--- src/rtl/aes_shift_rows_pipe.sv ---
// aes_shift_rows_pipe
// AES ShiftRows / InvShiftRows round stage with a RotWord'd round key, Rcon and
// empty-slot sideband, valid/ready backpressure, synchronous flush and a
// configurable register depth. Byte i of a 128-bit bus is [127-8i -: 8], i = 4*row + col.
module aes_shift_rows_pipe #(
  parameter int STAGES  = 2,
  parameter int INV_EN  = 1,
  parameter int ROT_KEY = 1,
  parameter int RCON_W  = 8
) (
  input  logic              clock,
  input  logic              reset,
  input  logic              flush,
  input  logic              in_valid,
  output logic              in_ready,
  input  logic              mode_in,
  input  logic [127:0]      state_in,
  input  logic [127:0]      key_in,
  input  logic [RCON_W-1:0] rcon_in,
  input  logic              empty_in,
  output logic              out_valid,
  input  logic              out_ready,
  output logic [127:0]      state_out,
  output logic [127:0]      key_out,
  output logic [RCON_W-1:0] rcon_out,
  output logic              empty_out
);

  // The whole pipe moves as one: it advances whenever the last slot is empty
  // or being drained. Bubbles are carried along, not squeezed out.
  logic adv;

  logic [127:0]      state_x;
  logic [127:0]      key_x;
  logic              inv_sel;

  logic [STAGES-1:0] valid_q;
  logic [STAGES-1:0] empty_q;
  logic [127:0]      state_q [STAGES];
  logic [127:0]      key_q   [STAGES];
  logic [RCON_W-1:0] rcon_q  [STAGES];

  assign adv      = out_ready | ~out_valid;
  assign in_ready = adv;

  // With INV_EN=0 the select is a constant zero, so the inverse mux folds away.
  assign inv_sel = (INV_EN != 0) ? mode_in : 1'b0;

  // Row rotation of the state and RotWord of key row 3, applied once at entry.
  always_comb begin
    state_x = '0;
    key_x   = key_in;
    for (int r = 0; r < 4; r++) begin
      for (int c = 0; c < 4; c++) begin
        if (inv_sel)
          state_x[127-8*(4*r+c) -: 8] = state_in[127-8*(4*r+((c+4-r)%4)) -: 8];
        else
          state_x[127-8*(4*r+c) -: 8] = state_in[127-8*(4*r+((c+r)%4)) -: 8];
      end
    end
    if (ROT_KEY != 0) begin
      for (int c = 0; c < 4; c++) begin
        key_x[127-8*(12+c) -: 8] = key_in[127-8*(12+((c+1)%4)) -: 8];
      end
    end
  end

  // Pipeline registers: reset clears everything, flush only kills valids and
  // leaves the data alone, otherwise all stages shift together on adv.
  always_ff @(posedge clock) begin
    if (reset) begin
      valid_q <= '0;
      empty_q <= '1;
      for (int i = 0; i < STAGES; i++) begin
        state_q[i] <= '0;
        key_q[i]   <= '0;
        rcon_q[i]  <= '0;
      end
    end else if (flush) begin
      valid_q <= '0;
    end else if (adv) begin
      for (int i = STAGES-1; i > 0; i--) begin
        valid_q[i] <= valid_q[i-1];
        empty_q[i] <= empty_q[i-1];
        state_q[i] <= state_q[i-1];
        key_q[i]   <= key_q[i-1];
        rcon_q[i]  <= rcon_q[i-1];
      end
      valid_q[0] <= in_valid;
      empty_q[0] <= empty_in;
      state_q[0] <= state_x;
      key_q[0]   <= key_x;
      rcon_q[0]  <= rcon_in;
    end
  end

  assign out_valid = valid_q[STAGES-1];
  assign empty_out = empty_q[STAGES-1];
  assign state_out = state_q[STAGES-1];
  assign key_out   = key_q[STAGES-1];
  assign rcon_out  = rcon_q[STAGES-1];

endmodule

--- config.mk ---
export PLATFORM = sky130hd
export DESIGN_NAME = aes_shift_rows_pipe
export DESIGN_NICKNAME = d
export VERILOG_FILES = /design/src/rtl/aes_shift_rows_pipe.sv
export SDC_FILE = /design/constraint.sdc
export NUM_CORES = 1
export LEC_CHECK = 0
export BUFFER_PORTS_ARGS = -buffer_cell sky130_fd_sc_hd__buf_2
export CAP_MARGIN = 10
export CORE_ASPECT_RATIO = 2
export CORE_MARGIN = 1
export CORE_UTILIZATION = 30
export CTS_CLUSTER_SIZE = 30
export DETAILED_ROUTE_END_ITERATION = 6
export PLACE_DENSITY = 0.56
export SLEW_MARGIN = 0
export SYNTH_ARGS = -nofsm -noshare
export SYNTH_HDL_FRONTEND = slang
export SYNTH_SLANG_ARGS = --single-unit
--- constraint.sdc ---
create_clock -name clock -period 12.5 [get_ports clock]
set_input_delay 1.25 -clock clock [delete_from_list [all_inputs] [get_ports clock]]
set_output_delay 1.25 -clock clock [all_outputs]
set_load 0.01 [all_outputs]
[Word level (Yosys, flattened, before mapping)]
Memories as Yosys holds them, arrays and structs flattened.
Index checks and enable logic that the tools add are counted.
Widths: inputs -> output; s select.
Storage, ports and cells
  memory bits (writable): 528
  bits of input ports: 271
  word-level logic and storage cells: 36
  memories kept: 3
  register bits: 4
  output and inout port bits: 267
Operators by class
  reduce and logical (&&, ||, !) cells: 2
  multiplexer cells: 20
  bitwise operators: 9
Memory list
  key_q: depth 2, width 128, read ports 2, clocked after memory_dff 0, write ports 2, RTL line 40  | logic [127:0] key_q [STAGES];
  state_q: depth 2, width 128, read ports 2, clocked after memory_dff 0, write ports 2, RTL line 39  | logic [127:0] state_q [STAGES];
  rcon_q: depth 2, width 8, read ports 2, clocked after memory_dff 0, write ports 2, RTL line 41  | logic [RCON_W-1:0] rcon_q [STAGES];
Operators by type and width (count)
  $mux 128: 4
  $mux 8: 10
  $or 1x1->1: 7
  $mux 1: 6
  $not 1->1: 2
  $reduce_and 2->1: 1
  $reduce_or 2->1: 1

[Longest topological paths before layout]
Gate-level depths: netlist (run 1).
  depth in word-level cells: 7
  mapped depth: 6
  mapped depth without buffers: 3

[Worst setup path before layout (run 1)]
No wires, ideal clock.
  kind: input to register
  start point: input out_ready
  end point: memory key_q[0][0], enable pin
  setup time: 677 ps
  path buffers: 1
  cell stages on the path: 4
  path slack: 3931 ps
  data required time: 11823 ps
  arrival: 7891 ps
  path through: nor2b_1 > buf_6 > nor2_1 > or2_2
RTL lines
  start: declaration: RTL line 22  | input logic out_ready,
  end: declaration: RTL line 40

==> out/metrics.cfg, run 1 <==
[synthesis]
synth_cell_type_count = 20
syn_area_um2 = 22300
postSynthAreaPerCell_um2 = 15.2
synthCells = 1468
synth-main-ff-cell = edfxtp_1
synth_area_leaders = edfxtp_1, and2_1, buf_4
syn_nets = 1739
synth_seq_cells = 532
yosysTopAreaCellShare_pct = 71.1
ys_seq_area_share_pct = 71.4
ys_warn_count = 0
yosys.area.top_type = edfxtp_1
synth_edf_count = 528
synthArstFlopShare_pct = 0

[worst_setup_path]
critical_path_class = in -> reg
critPathMaxFanout = 189
worstPathRequired_ps = 12710
worstPathArrival_ps = 3960
critPathLaunchType = primary input
r2r_slack_ps = 9080
cp-end-kind = flop

[detailed_routing]
drtIter0Drc = 383
detailroute.via_count = 11124
via_per_inst = 4.09
antenna_left = 0
drc = 0
detail_route.wl_per_cell_um = 16.7
dr.pass1.iters = 4
totalWireLength_um = 45600

[sta]
rsz0062_at_grt = no
clock_skew_ps = 15.9
slew_headroom_pct = 23.0
hold_viol_final = 0
period_share_pct = 30.0
whs_ps = 481
fin_tns_setup_ps = 0
drv_slew = 0
period_minus_slack_ps = 3750
worst-slew-pin-transition_ps = 1150
setup_violations = 0
fmax_mhz = 267

[pwr]
power_density_nw_per_um2 = 155
p_leak_uw = 0.0109
power_uw = 3980
switching_share_pct = 22.2
power.internal_uw = 3090
clock_power_share_pct = 40.0
power.share.sequential_pct = 53.3
p_switching_uw = 881
vdd_drop_max_uv = 111
pwr-share-comb_pct = 6.7

[clock_network]
htree_num_levels = 2
cts_buffer_depth = 3
cts_buffers = 51
cts_tree = yes
cts_setup_buffers = 0
path_clk_slew_ps = 60
root_buffer = clkbuf_16
clock_latency_ps = 600
ctsHoldBuffers = 0
postCtsResizedCells = 0
numClockSinks = 532

[global_routing]
antenna_found_initial = 26
grt_use_total_pct = 11.6
overflow = 0
grt_pass1_vias = 11464
grt_start_max_net_pins = 303
grt_pass1_wl_um = 66800

[min_path]
hold_class = reg -> reg

[outcome]
status = finished, final reports clean

[layout]
seq_area_um2 = 15900
drive_gt1_share_pct = 36.6
multi_input_area_um2 = 3980
fin_util_pct = 34.8
syn2layout_area_growth_pct = 14.8
fin_nets = 2009
final_common_cell = buf_2
fillers = 7183
final_cell_mix = buf_2, edfxtp_1, and2_1

[floorplanning]
core_um2 = 73700
die_h_um = 388
pin_count = 538
start_util_pct = 30.3
rows = 141
dieArea_um2 = 75500
die_w_um = 195

[placement]
dp_hpwl_um = 31300
port_buffers = 537
gp_congestion = 0.793

[run]
max_cap_viol_count = 0

state kept, by name (all words and copies together), names as in the netlist:
name and flops:
rcon_q 16, empty_q 2, state_q 256, key_q 256, valid_q 2
per-stage QoR:
step                cells  area (µm²)  setup slack [ps]
CTS                  2709       25600              8750
detailed placement   2614       23900              8080
global route         2720       25600              8570
global placement     2614       23900              8230
finish               2722       25600              8750
floorplan            1468       22300              3930
synthesized netlist by cell type, types with 4 or more instances:
library cell and number:
buf_2 7, nor2_1 46, mux2i_1 65, and2_1 464, edfxtp_1 528, buf_6 12
buf_4 264, clkbuf_2 46, nor2_2 10, dfxtp_1 4, nor2_4 10
cells by family (layout without fill, tap and decap cells):
group | after synthesis | in the layout | share of synthesized area, %
AO/OA/AOI/OAI | 4 | 4 | 0.146
buffers and inverters | 331 | 643 | 10.8
multiplexers | 65 | 65 | 2.92
AND/OR/NAND/NOR | 536 | 536 | 14.8
flip-flops | 532 | 532 | 71.4
other | 0 | 13 | 0
path summary, 6_finish.rpt:
kind / endpoint / cells past startpoint / start
hold / removal: empty_q[1] / 1 / empty_q[0]
hold reg to reg: empty_q[1] / 1 / empty_q[0]
setup / recovery: state_q[0][76] / 6 / out_ready
setup reg to reg: state_q[0][76] / 5 / valid_q[1]
worst max-delay path: stages:
cell	delay, ps
buf_2	80
nor2b_1	130
nor2_1	250
or2_4	410
buf_12	730
buf_4	960
cell type report:
class                           count  area share (%)
Antenna cell                       13           0.127
Clock buffer                       59            5.18
Clock inverter                     36            1.53
Inverter                            1          0.0146
Multi-Input combinational cell    605            15.5
Sequential cell                   532            62.2
Tap cell                          929            4.54
Timing Repair Buffer              547            10.9
routing by layer:
| layer | global-route usage (%) | wire (µm) | part of all wire (%) | vias up |
|---|---|---|---|---|
| met2 | 19.1 | 21300 | 47 | 480 |
| met4 | 7.22 | 2320 | 5.1 | 22 |
| met1 | 12.4 | 17400 | 38 | 5209 |
| li1 | - | - | - | 5295 |
| met5 | 0 | 133 | 0.29 | - |
| met3 | 4.70 | 4480 | 9.8 | 118 |
power by group through the flow:
stage                     sequential, µW  combinational (µW)  clock, µW
final                               2120                 268       1590
after global routing                2130                 294       1710
after CTS                           2120                 276       1660
after detailed placement            2160                 275          0
after global placement              2160                 270          0
after floorplan                     2170                 213          0
Power figures use the tool's default switching activity.
==> run 2: changes to the inputs <==
- ABC_AREA: default -> 1
- PLACE_DENSITY: 0.56 -> 0.57
- clock period: 12.5 -> 3.33 ns (I/O delays scaled with it)
==> run 2 against run 1 <==
Worst setup slack lost 7400 ps. Power grew to 3.7 times the previous value. Sequential power grew to 3.8 times the previous value. Synthesized cell count grew 37%. Via count grew 21%. Register-to-register slack lost 7800 ps. Critical path depth shrank 2. Design area grew 8.3%. Die area grew 4.1%. Global-route usage grew 0.77 points. Clock power grew to 3.5 times the previous value. Critical path type is now reg -> reg. Critical endpoint is now key_q[0][133]. Largest cell class unchanged. Highest routed layer unchanged.
==> out/metrics.cfg, run 2 <==
[placement]
pre_cts_slack_ps = 1180
placed_cell_area_um2 = 24900
dp_hpwl_um = 34600
gp_congestion = 0.778
port_buffers = 537

[global_routing]
grt_pass1_vias = 13372
grt_start_max_net_pins = 84
overflow = 0
grt_pass1_wl_um = 73700
antenna_found_initial = 11
grt_use_total_pct = 12.4

[synthesis]
ys_seq_area_share_pct = 68.6
ys_warn_count = 0
synth_cell_type_count = 16
synth_edf_count = 528
synthArstFlopShare_pct = 0
yosysMostFrequentCell = edfxtp_1
yosys.area.top_type = edfxtp_1
syn_area_um2 = 23200
synthTopCellsByCount = edfxtp_1, inv_1, nor2_1, buf_4, nand2_1
postSynthAreaPerCell_um2 = 11.6
synth-main-ff-cell = edfxtp_1
synthCells = 2010
yosysTopAreaCellShare_pct = 68.3
synth_seq_cells = 532
synth_area_leaders = edfxtp_1, buf_4, inv_1
syn_nets = 2281

[min_path]
hold_class = in -> reg

[worst_setup_path]
worstPathRequired_ps = 3590
crit_slowest_cell = nand2_8
cp_top_family = simple AND/OR/NAND/NOR gates
path_buf_inv = 1
critPathLaunchType = flop
critical_path_class = reg -> reg
cp-end-kind = flop
critPathMaxFanout = 65
worstPathArrival_ps = 2260
max_stage_delay_ps = 540
crit_chain = nand2_4 > nand2_1 > nand2_8 > buf_12

[detailed_routing]
via_per_inst = 3.84
routed.top_layer = met5
detail_route.wl_per_cell_um = 14.3
totalWireLength_um = 49800
drc = 0
detailroute.via_count = 13411
dr.pass1.iters = 7
wl_met2_um = 24600
antenna_left = 0
wl_met3_um = 4660
drtIter0Drc = 582
wl_met1_um = 18600

[floorplanning]
start_util_pct = 30.3
pin_count = 538
die_w_um = 199
die_h_um = 396
rows = 144
core_um2 = 76800
dieArea_um2 = 78600

[layout]
drive_gt1_share_pct = 28.5
syn2layout_area_growth_pct = 19.4
fin_nets = 2689
reg_top3 = key_q: 256 flops, state_q: 256 flops, rcon_q: 16 flops
final_area_um2 = 27700
final_common_cell = buf_2
final_cell_mix = buf_2, edfxtp_1, inv_1

[sta]
fmax_mhz = 500
whs_ps = 39.9
fin_tns_setup_ps = 0
clock_skew_ps = 15.8
period_minus_slack_ps = 2000
period_share_pct = 60.1
slew_headroom_pct = 53.0
rsz0062_at_grt = no
setup_violations = 0
drv_slew = 0
hold_viol_final = 0
setup_ws_ps = 1330
worst-slew-pin-transition_ps = 705

[clock_network]
path_clk_slew_ps = 70
clock_latency_ps = 590
htree_num_levels = 2
cts_buffers = 49
cts_buffer_depth = 3
cts_tree = yes
numClockSinks = 532
root_buffer = clkbuf_16

[pwr]
p_leak_uw = 0.0128
power_density_nw_per_um2 = 535
vdd_drop_max_uv = 450

[run]
max_cap_viol_count = 0

[outcome]
status = finished, final reports clean

[run 2: cell families after synthesis]
logic type,count (synthesis),synth area share (%)
simple gates,608,9.94
flops,532,68.6
buf+inv,805,19.1
compound gates,65,2.32
[run 2: through the flow]
| step | cells | util (%) | total power (µW) |
|---|---|---|---|
| after floorplan | 2010 | - | 9060 |
| after global placement | 3265 | 32.5 | 9320 |
| after detailed placement | 3265 | 32.5 | 9350 |
| after CTS | 3480 | 36.1 | 15100 |
| after global routing | 3485 | 36.1 | 15400 |
| final | 3488 | 36.1 | 14800 |
[run 2: per-layer routing]
layer	track usage (%)	up-vias
met1	13.2	6146
met4	5.88	6
met3	4.66	83
li1	-	6718
met5	0	-
met2	21.4	458
[run 2: worst min-delay path, stage by stage]
cell and delay [ps]:
buf_2 80, inv_1 30, nor2_1 80
[run 2: area by class of cell]
type	instances	area, µm²
clock inverter	32	287
antenna	8	20.0
clock buffer	59	1280
tap	1022	1280
fill	7632	49000
timing repair buffer	692	4300
multi-input combinational	673	2870
inverter	470	1760
sequential	532	15900
[run 2: final timing paths]
check,startpoint,end,slack (ps),cells past startpoint
min,key_in[106],key_q[0][106],40,3
min reg2reg,empty_q[0],empty_q[0],470,2
max,valid_q[1],key_q[0][133],1330,4
max reg2reg,valid_q[1],key_q[0][133],1330,4
[run 2: where the power goes]
group          internal, µW  switching [µW]  leakage, µW
Combinational           518             787      0.00616
Clock                  3020            2520     0.000753
Sequential             7860             126      0.00586
Total                 11400            3430       0.0128
[run 2: timing repair]
action | in CTS | in global routing
hold buffers | 124 | 0
setup buffers | 0 | 0
endpoints found under the hold margin | 124 | 0
resized for setup | 0 | 0
==> run 3: changes to the inputs <==
- PLACE_DENSITY: 0.57 -> 0.56
- clock period: 3.33 -> 2.05 ns (I/O delays scaled with it)
==> run 3 against run 2 <==
Global-route usage rose by 0.66 points. Non-clock buffer count rose by 203. First-iteration DRC count fell by 0.69%. Clock power rose by 70%. Sequential power rose by 63%. Design area rose by 8.0%. Critical path type unchanged. Largest cell class unchanged. Highest routed layer unchanged.
==> out/metrics.cfg, run 3 (same netlist as run 2, synthesis figures left out) <==
[placement]
dp_hpwl_um = 35600
port_buffers = 537
gp_congestion = 0.792

[floorplanning]
rows = 144
die_h_um = 396
start_util_pct = 30.3
die_w_um = 199
pin_count = 538
dieArea_um2 = 78600
core_um2 = 76800

[worst_setup_path]
critical_path_class = reg -> reg
worstPathRequired_ps = 2390
critPathMaxFanout = 27
cp-end-kind = flop
worstPathArrival_ps = 2330
critPathLaunchType = flop

[min_path]
hold_class = in -> reg

[global_routing]
antenna_found_initial = 15
met1_usage_pct = 14.3
busiest_layer = met2
grt_pass1_wl_um = 78000
grt_use_met3_pct = 4.35
grt_use_met2_pct = 22.4
overflow = 0
grt_use_total_pct = 13.1
grt_pass1_vias = 14264
grt_start_max_net_pins = 95

[clock_network]
numClockSinks = 532
clock_latency_ps = 610
root_buffer = clkbuf_16
htree_num_levels = 2
cts_buffer_depth = 3
cts_tree = yes
path_clk_slew_ps = 70
cts_buffers = 49
cts_setup_buffers = 0

[sta]
rsz0062_at_grt = yes
hold_viol_final = 0
drv_slew = 0
worst-slew-pin-transition_ps = 481
slew_headroom_pct = 67.9
fmax_mhz = 503
period_share_pct = 96.9
clock_skew_ps = 30.5
setup_violations = 0
period_minus_slack_ps = 1990

[layout]
drive_gt1_share_pct = 27.4
fin_nets = 2892
final_cell_mix = buf_2, edfxtp_1, inv_1
fin_util_pct = 39.0
syn2layout_area_growth_pct = 29.0
reg_top3 = key_q: 256 flops, state_q: 256 flops, rcon_q: 16 flops
final_common_cell = buf_2

[detailed_routing]
via_per_inst = 3.84
detail_route.wl_per_cell_um = 14.1
antenna_left = 0
totalWireLength_um = 51800
drc = 0
dr.pass1.iters = 4
detailroute.via_count = 14158
drtIter0Drc = 578

[pwr]
power_uw = 24900
p_leak_uw = 0.0138
vdd_drop_max_uv = 711
power_density_nw_per_um2 = 830

[run]
max_cap_viol_count = 0

[outcome]
status = finished, final reports clean

run 3: final cells by class:
class / count / area [µm²]
clock buffer: 64 / 1310
inverter: 470 / 1760
tap: 1022 / 1280
sequential: 532 / 15900
clock inverter: 23 / 312
antenna: 6 / 15.0
multi-input combinational: 673 / 2890
fill: 7354 / 46800
timing repair buffer: 895 / 6460
run 3: through the flow:
stage / setup WS (ps) / cell area (µm²) / std cells / hold slack [ps] / setup TNS [ps]
finish: 62.5 / 30000 / 3685 / 85.5 / 0
global route: -11.0 / 30000 / 3685 / 109 / -25.6
CTS: 55.1 / 29900 / 3679 / 44.6 / 0
detailed placement: 417 / 25300 / 3287 / 456 / 0
global placement: 439 / 25300 / 3287 / 454 / 0
floorplan: -941 / 23300 / 2010 / 340 / -496660
run 3: worst max-delay path: stages (launching register included):
cell           delay (ps)
dfxtp_4               380
nand2_8                80
nand2_8               220
buf_12                220
buf_12                190
a21oi_2                50
dlygate4sd3_1         560
run 3: final timing paths:
kind / endpoint / slack [ps] / start / cells after the start
worst max-delay path: state_q[0][11] / 60 / valid_q[1] / 6
worst min-delay path: empty_q[1] / 90 / out_ready / 5
worst max register to register: state_q[0][11] / 60 / valid_q[1] / 6
worst min register to register: empty_q[1] / 520 / empty_q[0] / 2
run 3: where the power goes:
| part | switching (µW) | internal, µW |
|---|---|---|
| Clock | 4100 | 5320 |
| Combinational | 1360 | 1130 |
| Sequential | 206 | 12800 |
| Total | 5670 | 19200 |
run 3: timing repair:
action | 4_1_cts | 5_1_grt
hold buffers | 305 | 0
gates resized for setup | 0 | 1
endpoints found under the setup margin | 0 | 3
endpoints found under the hold margin | 268 | 0
run 3: per-layer routing:
metal / up-vias / wire length [µm]
met4: 18 / 2190
met5: - / 97
met1: 6424 / 20100
met3: 117 / 4190
li1: 7118 / -
met2: 481 / 25200
